## src/rtl/cdp_dp_chnwin_gen_pkg.sv

```systemverilog
// Shared CDP channel-window definitions: geometry, window width and FSM encoding.
package cdp_dp_chnwin_gen_pkg;
  localparam int CDP_TP     = 4;
  localparam int CDP_ICVTO  = 9;
  localparam int CDP_HALO   = 4;
  localparam int CDP_INFO_W = 15;
  localparam int CDP_CHN_W  = 13;
  localparam int CDP_WIN_W  = CDP_ICVTO*(CDP_TP+2*CDP_HALO)+CDP_INFO_W;

  typedef enum logic [1:0] {
    CW_EMPTY = 2'd0,
    CW_HOLD  = 2'd1,
    CW_FLUSH = 2'd2
  } chnwin_st_e;

  function automatic int win_w(input int tp, input int icvto);
    return icvto*(tp+2*CDP_HALO)+CDP_INFO_W;
  endfunction
endpackage

```

## src/rtl/cdp_dp_chnwin_gen_mask.sv

```systemverilog
// Last-group channel mask: lanes beyond the cube depth are zeroed on the final group of a pixel.
module cdp_chnwin_mask #(
  parameter int TP    = 4,
  parameter int ICVTO = 9,
  parameter int LG    = $clog2(TP)
) (
  input  logic [TP*ICVTO-1:0] data,
  input  logic                last,
  input  logic [LG-1:0]       chn_lo,
  output logic [TP*ICVTO-1:0] masked
);
  for (genvar k = 0; k < TP; k++) begin : g_lane
    logic drop;
    assign drop = last && (LG'(k) > chn_lo);
    assign masked[ICVTO*k +: ICVTO] = drop ? '0 : data[ICVTO*k +: ICVTO];
  end
endmodule

```

## src/rtl/cdp_dp_chnwin_gen.sv

```systemverilog
// CDP channel-window generator: wraps each channel group with 4-element halos from its
// neighbours, zero-filling outside the cube, and forwards the group's info.
module cdp_dp_chnwin_gen
  import cdp_dp_chnwin_gen_pkg::*;
#(
  parameter int TP    = CDP_TP,
  parameter int ICVTO = CDP_ICVTO
) (
  input  logic                        nvdla_core_clk,
  input  logic                        nvdla_core_rstn,
  input  logic                        cvt2buf_pvld,
  output logic                        cvt2buf_prdy,
  input  logic [TP*ICVTO-1:0]         cvt2buf_data,
  input  logic [CDP_INFO_W-1:0]       cvt2buf_info,
  input  logic                        cvt2buf_last,
  input  logic [CDP_CHN_W-1:0]        reg2dp_datin_channel,
  output logic                        normalz_buf_data_pvld,
  input  logic                        normalz_buf_data_prdy,
  output logic [win_w(TP,ICVTO)-1:0]  normalz_buf_data
);
  localparam int LG = $clog2(TP);
  localparam int GW = TP*ICVTO;
  localparam int HW = CDP_HALO*ICVTO;
  localparam int WW = win_w(TP, ICVTO);

  chnwin_st_e            st, st_nxt;
  logic [GW-1:0]         cur, in_msk;
  logic [HW-1:0]         prev_hi;
  logic [CDP_INFO_W-1:0] cur_info;
  logic                  out_free, accept, load;
  logic [WW-1:0]         load_data;
  logic                  unused_chn;

  assign unused_chn = ^reg2dp_datin_channel[CDP_CHN_W-1:LG];

  cdp_chnwin_mask #(.TP(TP), .ICVTO(ICVTO)) u_mask (
    .data   (cvt2buf_data),
    .last   (cvt2buf_last),
    .chn_lo (reg2dp_datin_channel[LG-1:0]),
    .masked (in_msk)
  );

  assign out_free = ~normalz_buf_data_pvld | normalz_buf_data_prdy;
  assign accept   = cvt2buf_pvld & cvt2buf_prdy;

  always_comb begin
    st_nxt       = st;
    cvt2buf_prdy = 1'b0;
    load         = 1'b0;
    load_data    = {cur_info, {HW{1'b0}}, cur, prev_hi};
    case (st)
      CW_EMPTY: begin
        cvt2buf_prdy = 1'b1;
        if (cvt2buf_pvld) st_nxt = cvt2buf_last ? CW_FLUSH : CW_HOLD;
      end
      CW_HOLD: begin
        cvt2buf_prdy = out_free;
        if (cvt2buf_pvld && out_free) begin
          load      = 1'b1;
          load_data = {cur_info, in_msk[HW-1:0], cur, prev_hi};
          st_nxt    = cvt2buf_last ? CW_FLUSH : CW_HOLD;
        end
      end
      CW_FLUSH: begin
        // hi halo of the last group is past the cube, so it closes with zeros
        if (out_free) begin
          load   = 1'b1;
          st_nxt = CW_EMPTY;
        end
      end
      default: st_nxt = CW_EMPTY;
    endcase
  end

  always_ff @(posedge nvdla_core_clk or negedge nvdla_core_rstn) begin
    if (!nvdla_core_rstn) st <= CW_EMPTY;
    else                  st <= st_nxt;
  end

  always_ff @(posedge nvdla_core_clk or negedge nvdla_core_rstn) begin
    if (!nvdla_core_rstn) begin
      cur      <= '0;
      cur_info <= '0;
      prev_hi  <= '0;
    end else if (accept) begin
      cur      <= in_msk;
      cur_info <= cvt2buf_info;
      prev_hi  <= (st == CW_EMPTY) ? '0 : cur[GW-1 -: HW];
    end
  end

  always_ff @(posedge nvdla_core_clk or negedge nvdla_core_rstn) begin
    if (!nvdla_core_rstn) begin
      normalz_buf_data_pvld <= 1'b0;
      normalz_buf_data      <= '0;
    end else if (load) begin
      normalz_buf_data_pvld <= 1'b1;
      normalz_buf_data      <= load_data;
    end else if (normalz_buf_data_prdy) begin
      normalz_buf_data_pvld <= 1'b0;
    end
  end
endmodule

```

## config.mk

```make
export PLATFORM = sky130hd
export DESIGN_NAME = cdp_dp_chnwin_gen
export DESIGN_NICKNAME = d
export VERILOG_FILES = /design/src/rtl/cdp_dp_chnwin_gen_pkg.sv /design/src/rtl/cdp_dp_chnwin_gen_mask.sv /design/src/rtl/cdp_dp_chnwin_gen.sv
export SDC_FILE = /design/constraint.sdc
export NUM_CORES = 1
export LEC_CHECK = 0
export BUFFER_PORTS_ARGS = -buffer_cell sky130_fd_sc_hd__buf_2
export CORE_UTILIZATION = 45
export CTS_CLUSTER_SIZE = 16
export DETAILED_ROUTE_END_ITERATION = 6
export GPL_TIMING_DRIVEN = 1
export PLACE_DENSITY = 0.7
export RECOVER_POWER = 50
export SLEW_MARGIN = 15
export SYNTH_ARGS = -nofsm -noshare
export SYNTH_HDL_FRONTEND = slang
export SYNTH_SLANG_ARGS = --single-unit
export TNS_END_PERCENT = 5
```

## constraint.sdc

```tcl
create_clock -name nvdla_core_clk -period 1.82 [get_ports nvdla_core_clk]
set_input_delay 0.182 -clock nvdla_core_clk [delete_from_list [all_inputs] [get_ports nvdla_core_clk]]
set_output_delay 0.182 -clock nvdla_core_clk [all_outputs]
set_load 0.005 [all_outputs]
```

== Word level (Yosys, flattened, before mapping) ==
Index checks and enable logic that the tools add are counted.
Operators by class
  reductions and logical operators: 8
  equality and inequality tests: 5
  magnitude comparators: 4
  bitwise operators: 3
  multiplexer cells: 18
Operators by type and width (number)
  108-bit 2-to-1 mux: 2
  36-bit 2-to-1 mux: 1
  9-bit 2-to-1 mux: 4
  2-bit 2-to-1 mux: 4
  2-bit != test, second input constant: 3
  2-bit case mux with 3 select lines: 1
  1-bit logical AND: 5
  1-bit by 2-bit greater-than comparator with 1-bit output, first input constant: 2
  2-bit greater-than comparator, first input constant: 2
  1-bit 2-to-1 mux: 4
  1-bit case mux with 2 select lines: 2
  3-bit AND reduction: 1
  2-bit by 1-bit == test with 1-bit output, second input constant: 1
  2-bit == test, second input constant: 1
  2-bit logical NOT: 1
  2-bit nonzero test: 1
  1-bit bitwise AND: 1
  1-bit NOT: 1
  1-bit OR: 1
Storage, ports and cells
  output and inout bits: 125
  bits in registers: 213
  word-level logic and storage cells: 44
  input port bits: 69

== Depth between registers and ports, before layout ==
  word-level depth: 6
  depth in mapped cells: 8
  mapped depth without buffers: 6

== Hierarchy ==
Synthesis repeated with hierarchy kept, for this count alone.
Second synthesis, totals
  cell total of the unflattened synthesis: 549
  area, all modules: 8468.1 sq um
By module, submodules not included
  cdp_dp_chnwin_gen: area each 8195.4 sq um, instances 1, sequential area each 5330.1 sq um, cells an instance 510
  cdp_chnwin_mask: area each 272.8 sq um, instances 1, sequential area each 0.0 sq um, cells an instance 39

== Worst setup path after synthesis ==
Ideal clock, no wire load.
  kind: reg2reg
  from: reg st[1]
  to: reg normalz_buf_data[108]
  path slack: 0.109 ns
  clock period less this slack: 1.711 ns
  data arrival time: 1.586 ns
  cell stages (with the launch flop): 9
  buffers on the path: 3
  library setup time: 0.125 ns
  data required time: 1.695 ns
  path through: dfrtp_1 > inv_1 > ha_1 > nand2_1 > a21o_1 > buf_2 > buf_6 > buf_6 > mux2_4
Between the ends
  cells in the longest elaborated chain, start to end: 2
  elaborated cells on any way between the ends: 3
  classes of those cells: 2 x eq/ne; 1 x mux
Ends and longest elaborated chain
  start, declared: line cdp_dp_chnwin_gen.sv:26  | chnwin_st_e st, st_nxt;
  start signal, assigned: line cdp_dp_chnwin_gen.sv:77  | else st <= st_nxt;
  2-bit == test / 2-bit by 1-bit == test with 1-bit output (equally long branches): line cdp_dp_chnwin_gen.sv:51  | case (st)
  1-bit case mux with 2 select lines *: line cdp_dp_chnwin_gen.sv:51
  end signal, assigned: line cdp_dp_chnwin_gen.sv:98  | normalz_buf_data <= load_data;
  end, declared: line cdp_dp_chnwin_gen.sv:19  | output logic [win_w(TP,ICVTO)-1:0] normalz_buf_data
Every way passes the cells marked *; elsewhere a longest branch is shown, timed or not.
A chain may end at the register's enable or synchronous reset.

== Worst setup path after layout ==
  from: reg st[0]
  to: out cvt2buf_prdy
Between the ends
  cells in the longest elaborated chain, start to end: 2
  elaborated cells on any way between the ends: 3
  classes of those cells: 1 x eq/ne; 1 x mux; 1 x reduce/logical
Ends and longest elaborated chain
  2-bit by 1-bit == test with 1-bit output / 2-bit logical NOT (equally long branches): line cdp_dp_chnwin_gen.sv:51
  1-bit case mux with 2 select lines *: line cdp_dp_chnwin_gen.sv:51
  end, declared: line cdp_dp_chnwin_gen.sv:12  | output logic cvt2buf_prdy,
Marked as above.

==> impl_metrics.csv <==
group,metric,value,unit
drt,dr.pass1.iters,7,
clock_tree,clk_path_buf_depth,3,
worst_setup_path,crit_start,"st[0]",
grt,grt_antenna_before_repair,1,
synthesis,synthDistinctLibCells,29,
drt,drc,19,
worst_setup_path,crit_chain,"buf_6 > ha_4 > a21o_4 > buf_12 > buf_6",
synthesis,synth_top_area_share,63.0,%
worst_setup_path,path_depth,5,
drt,wirelength,20900,µm
worst_setup_path,end_kind,"primary output",
grt,grt_max_degree,74,
floorplan,initial_core_util,46.5,%
grt,use_met2,36.0,%
worst_setup_path,r2r_start,"st[1]",
worst_setup_path,crit_type,"reg -> out",
drt,ant_nets,0,
final_layout,n_fill_cell,1391,
synthesis,synthTopCellsByArea,"dfrtp_1, mux2_2, mux2_4",
clock_tree,clk_latency,0.49,ns
synthesis,yosysWarningCount,0,
grt,use_met3,4.63,%
sta,max_clock_freq,551,MHz
clock_tree,htree_num_levels,1,
sta,setup_viol,0,
clock_tree,cts-root-buf,"clkbuf_16",
worst_setup_path,r2r_slack,0.04,ns
placed_design,gp_congestion,0.747,
placed_design,port_buffers,182,
clock_tree,cts_tree,"built",
synthesis,synth_common_cells,"dfrtp_1, mux2_2, a21boi_0, a31o_2, inv_1",
synthesis,ys.flop_type,"dfrtp_1",
worst_setup_path,critPathMaxFanout,3,
status,violations,"design-rule violations",
synthesis,synthesis.area,8470,µm²
floorplan,ios,194,
clock_tree,cts_made_buffers,23,
final_layout,fin_nets,902,
worst_setup_path,reg2reg_to,"normalz_buf_data[114]",
drt,drt_iter0_markers,231,
synthesis,ys_seq_area_share,63.0,%
min_path,min-delay-path-class,"in -> reg",
synthesis,synth_top_cell_by_area,"dfrtp_1",
synthesis,synth_area_per_cell,14.4,µm²
worst_setup_path,max_stage_delay,0.40,ns
synthesis,ys_ff_latch,213,
worst_setup_path,path_buf_inv,3,
grt,grt_first_pass_wirelength,33500,µm
worst_setup_path,slowest_stage,"dfrtp_1",
pwr,ir_drop,0.00103,V
worst_setup_path,critPathTopFamily,"flip-flops",
synthesis,synth-edff-count,0,
drt,via_per_inst,5.47,
placed_design,place_ws,-0.0474,ns
final_layout,layout-drive-gt1-share,45.1,%
floorplan,die_y,139,µm
synthesis,syn-num-nets,658,
worst_setup_path,start_kind,"register",
clock_tree,cts.sinks,213,
sta,fin_ws,0.00630,ns
sta,period_minus_slack,1.81,ns
worst_setup_path,worst_path_most_repeated_cell,"buf_6",
grt,grt_overflow,0,
drt,wl_per_cell,19.5,µm
status,outcome,"finished, violations left",
pwr,p_total,20400,µW
worst_setup_path,worstPathRequired,1.64,ns
floorplan,std_cell_rows,49,
sta,tightestPinTransition,1.10,ns
worst_setup_path,cp_data_arrival_time,1.63,ns
worst_setup_path,reg2reg_depth,7,
clock_tree,clkTransAtPathRegs,0.06,ns
synthesis,post-synth-top-count-cell,"dfrtp_1",
final_layout,area_delta_synth_final,32.1,%
grt,busiest_layer,"met2",
sta,timing_hold_violations_final,0,
synthesis,synth_cells,586,
floorplan,core-area,18200,µm²
grt,use_met1,28.4,%
sta,relSlewSlack,26.7,%
grt,grtUsageTotal,21.5,%
drt,via_count,5866,
flow_run,drv_cap,0,
sta,post-route-period-util,99.7,%
sta,drv_slew,0,
sta,grt_setup_unrepaired,"true",
synthesis,async_flop_share,100,%
placed_design,dp_hpwl,12100,µm
pwr,power_density,1820,nW/µm²
worst_setup_path,worstSetupEndpoint,"cvt2buf_prdy",
grt,grt_pass1_vias,6273,
sta,clock_skew,0.00991,ns
floorplan,dieArea,19400,µm²
floorplan,die_w,139,µm
pwr,leakage,0.00555,µW
==> cells in the final DEF (no fill, tap or decap), types with 19 or more instances in the layout <==
cell type,synthesis,final
dfrtp_1,213,213
buf_2,21,162
mux2_2,88,88
dlygate4sd3_1,0,53
a21boi_0,36,36
a31o_2,33,33
inv_1,30,28
a32o_1,27,27
clkbuf_16,0,26
clkbuf_1,14,23
mux2_4,20,21
o21ai_0,19,19
==> layout make-up <==
class                      count  area (µm²)  share of cell area (%)
sequential                   213        5330                    47.6
multi-input combinational    295        2800                    25.0
timing repair buffer         266        1920                    17.2
clock buffer                  36         694                    6.21
tap                          229         287                    2.56
inverter                      31         116                    1.04
clock inverter                 2        35.0                   0.313
antenna                        1        2.50                  0.0224
==> power breakdown <==
part           total [µW]  switching (µW)  leakage (µW)  internal, µW
clock network        4510            1780      0.000359          2730
logic                7780            3350       0.00247          4430
registers            8100            1240       0.00272          6860
total               20400            6370       0.00555         14000
==> what timing repair did <==
item                       in CTS  in global routing
hold endpoints to repair      161                  0
setup buffers                   4                  3
gates cloned                    2                  3
setup endpoints to repair      41                 60
gates resized for setup         9                  6
hold buffers                   53                  0
pin swaps                       2                  1
==> worst reg2reg max path, cell delays in order (launching register included) <==
cell and delay (ns):
dfrtp_1 0.41, inv_2 0.13, ha_4 0.16, nand2_1 0.08
a21o_4 0.26, buf_12 0.15, buf_12 0.16, mux2_4 0.31
==> worst min path at each step <==
stage,startpoint,to,slack [ns],cells past startpoint
4_1_cts,cvt2buf_last,st[1],0.01,3
2_1_floorplan,nvdla_core_rstn,cur[0],-0.11,0
6_report,cvt2buf_last,st[1],0.03,3
3_3_place_gp,nvdla_core_rstn,normalz_buf_data[54],0.13,1
3_5_place_dp,nvdla_core_rstn,normalz_buf_data[90],0.14,1
5_1_grt,cvt2buf_last,st[1],0.05,3
==> logic make-up (layout without fill, tap and decap cells) <==
group,after synthesis,after routing,share of synthesized area [%]
simple gates,38,38,2.42
compound gates,132,132,12.6
mux,122,122,17.0
buf+inv,78,335,4.66
fa+ha+maj,3,3,0.443
flops,213,213,63.0
other cells,0,1,0
==> metal layers <==
metal	vias to the layer above	share of wire [%]
met3	40	6.0
met4	0	2.0
li1	2611	-
met5	-	0
met2	195	49
met1	3020	43
==> stage by stage <==
step           std cells  instance area (µm²)  hold WS [ns]  setup TNS (ns)  util, %
2_1_floorplan        586                 8470        -0.114               0        -
3_3_place_gp         969                 9680         0.134               0     53.2
4_1_cts             1066                11100        0.0140        -0.00379     60.9
3_5_place_dp         969                 9680         0.143          -0.595     53.2
6_report            1073                11200        0.0274               0     61.4
5_1_grt             1073                11200        0.0464          -0.166     61.4
==> flip-flops by register name, indices dropped and copies added, names as in the netlist <==
name / cells
st: 2
normalz_buf_data: 123
cur: 36
prev_hi: 36
normalz_buf_data_pvld: 1
cur_info: 15
(Power assumes the default switching activity.)
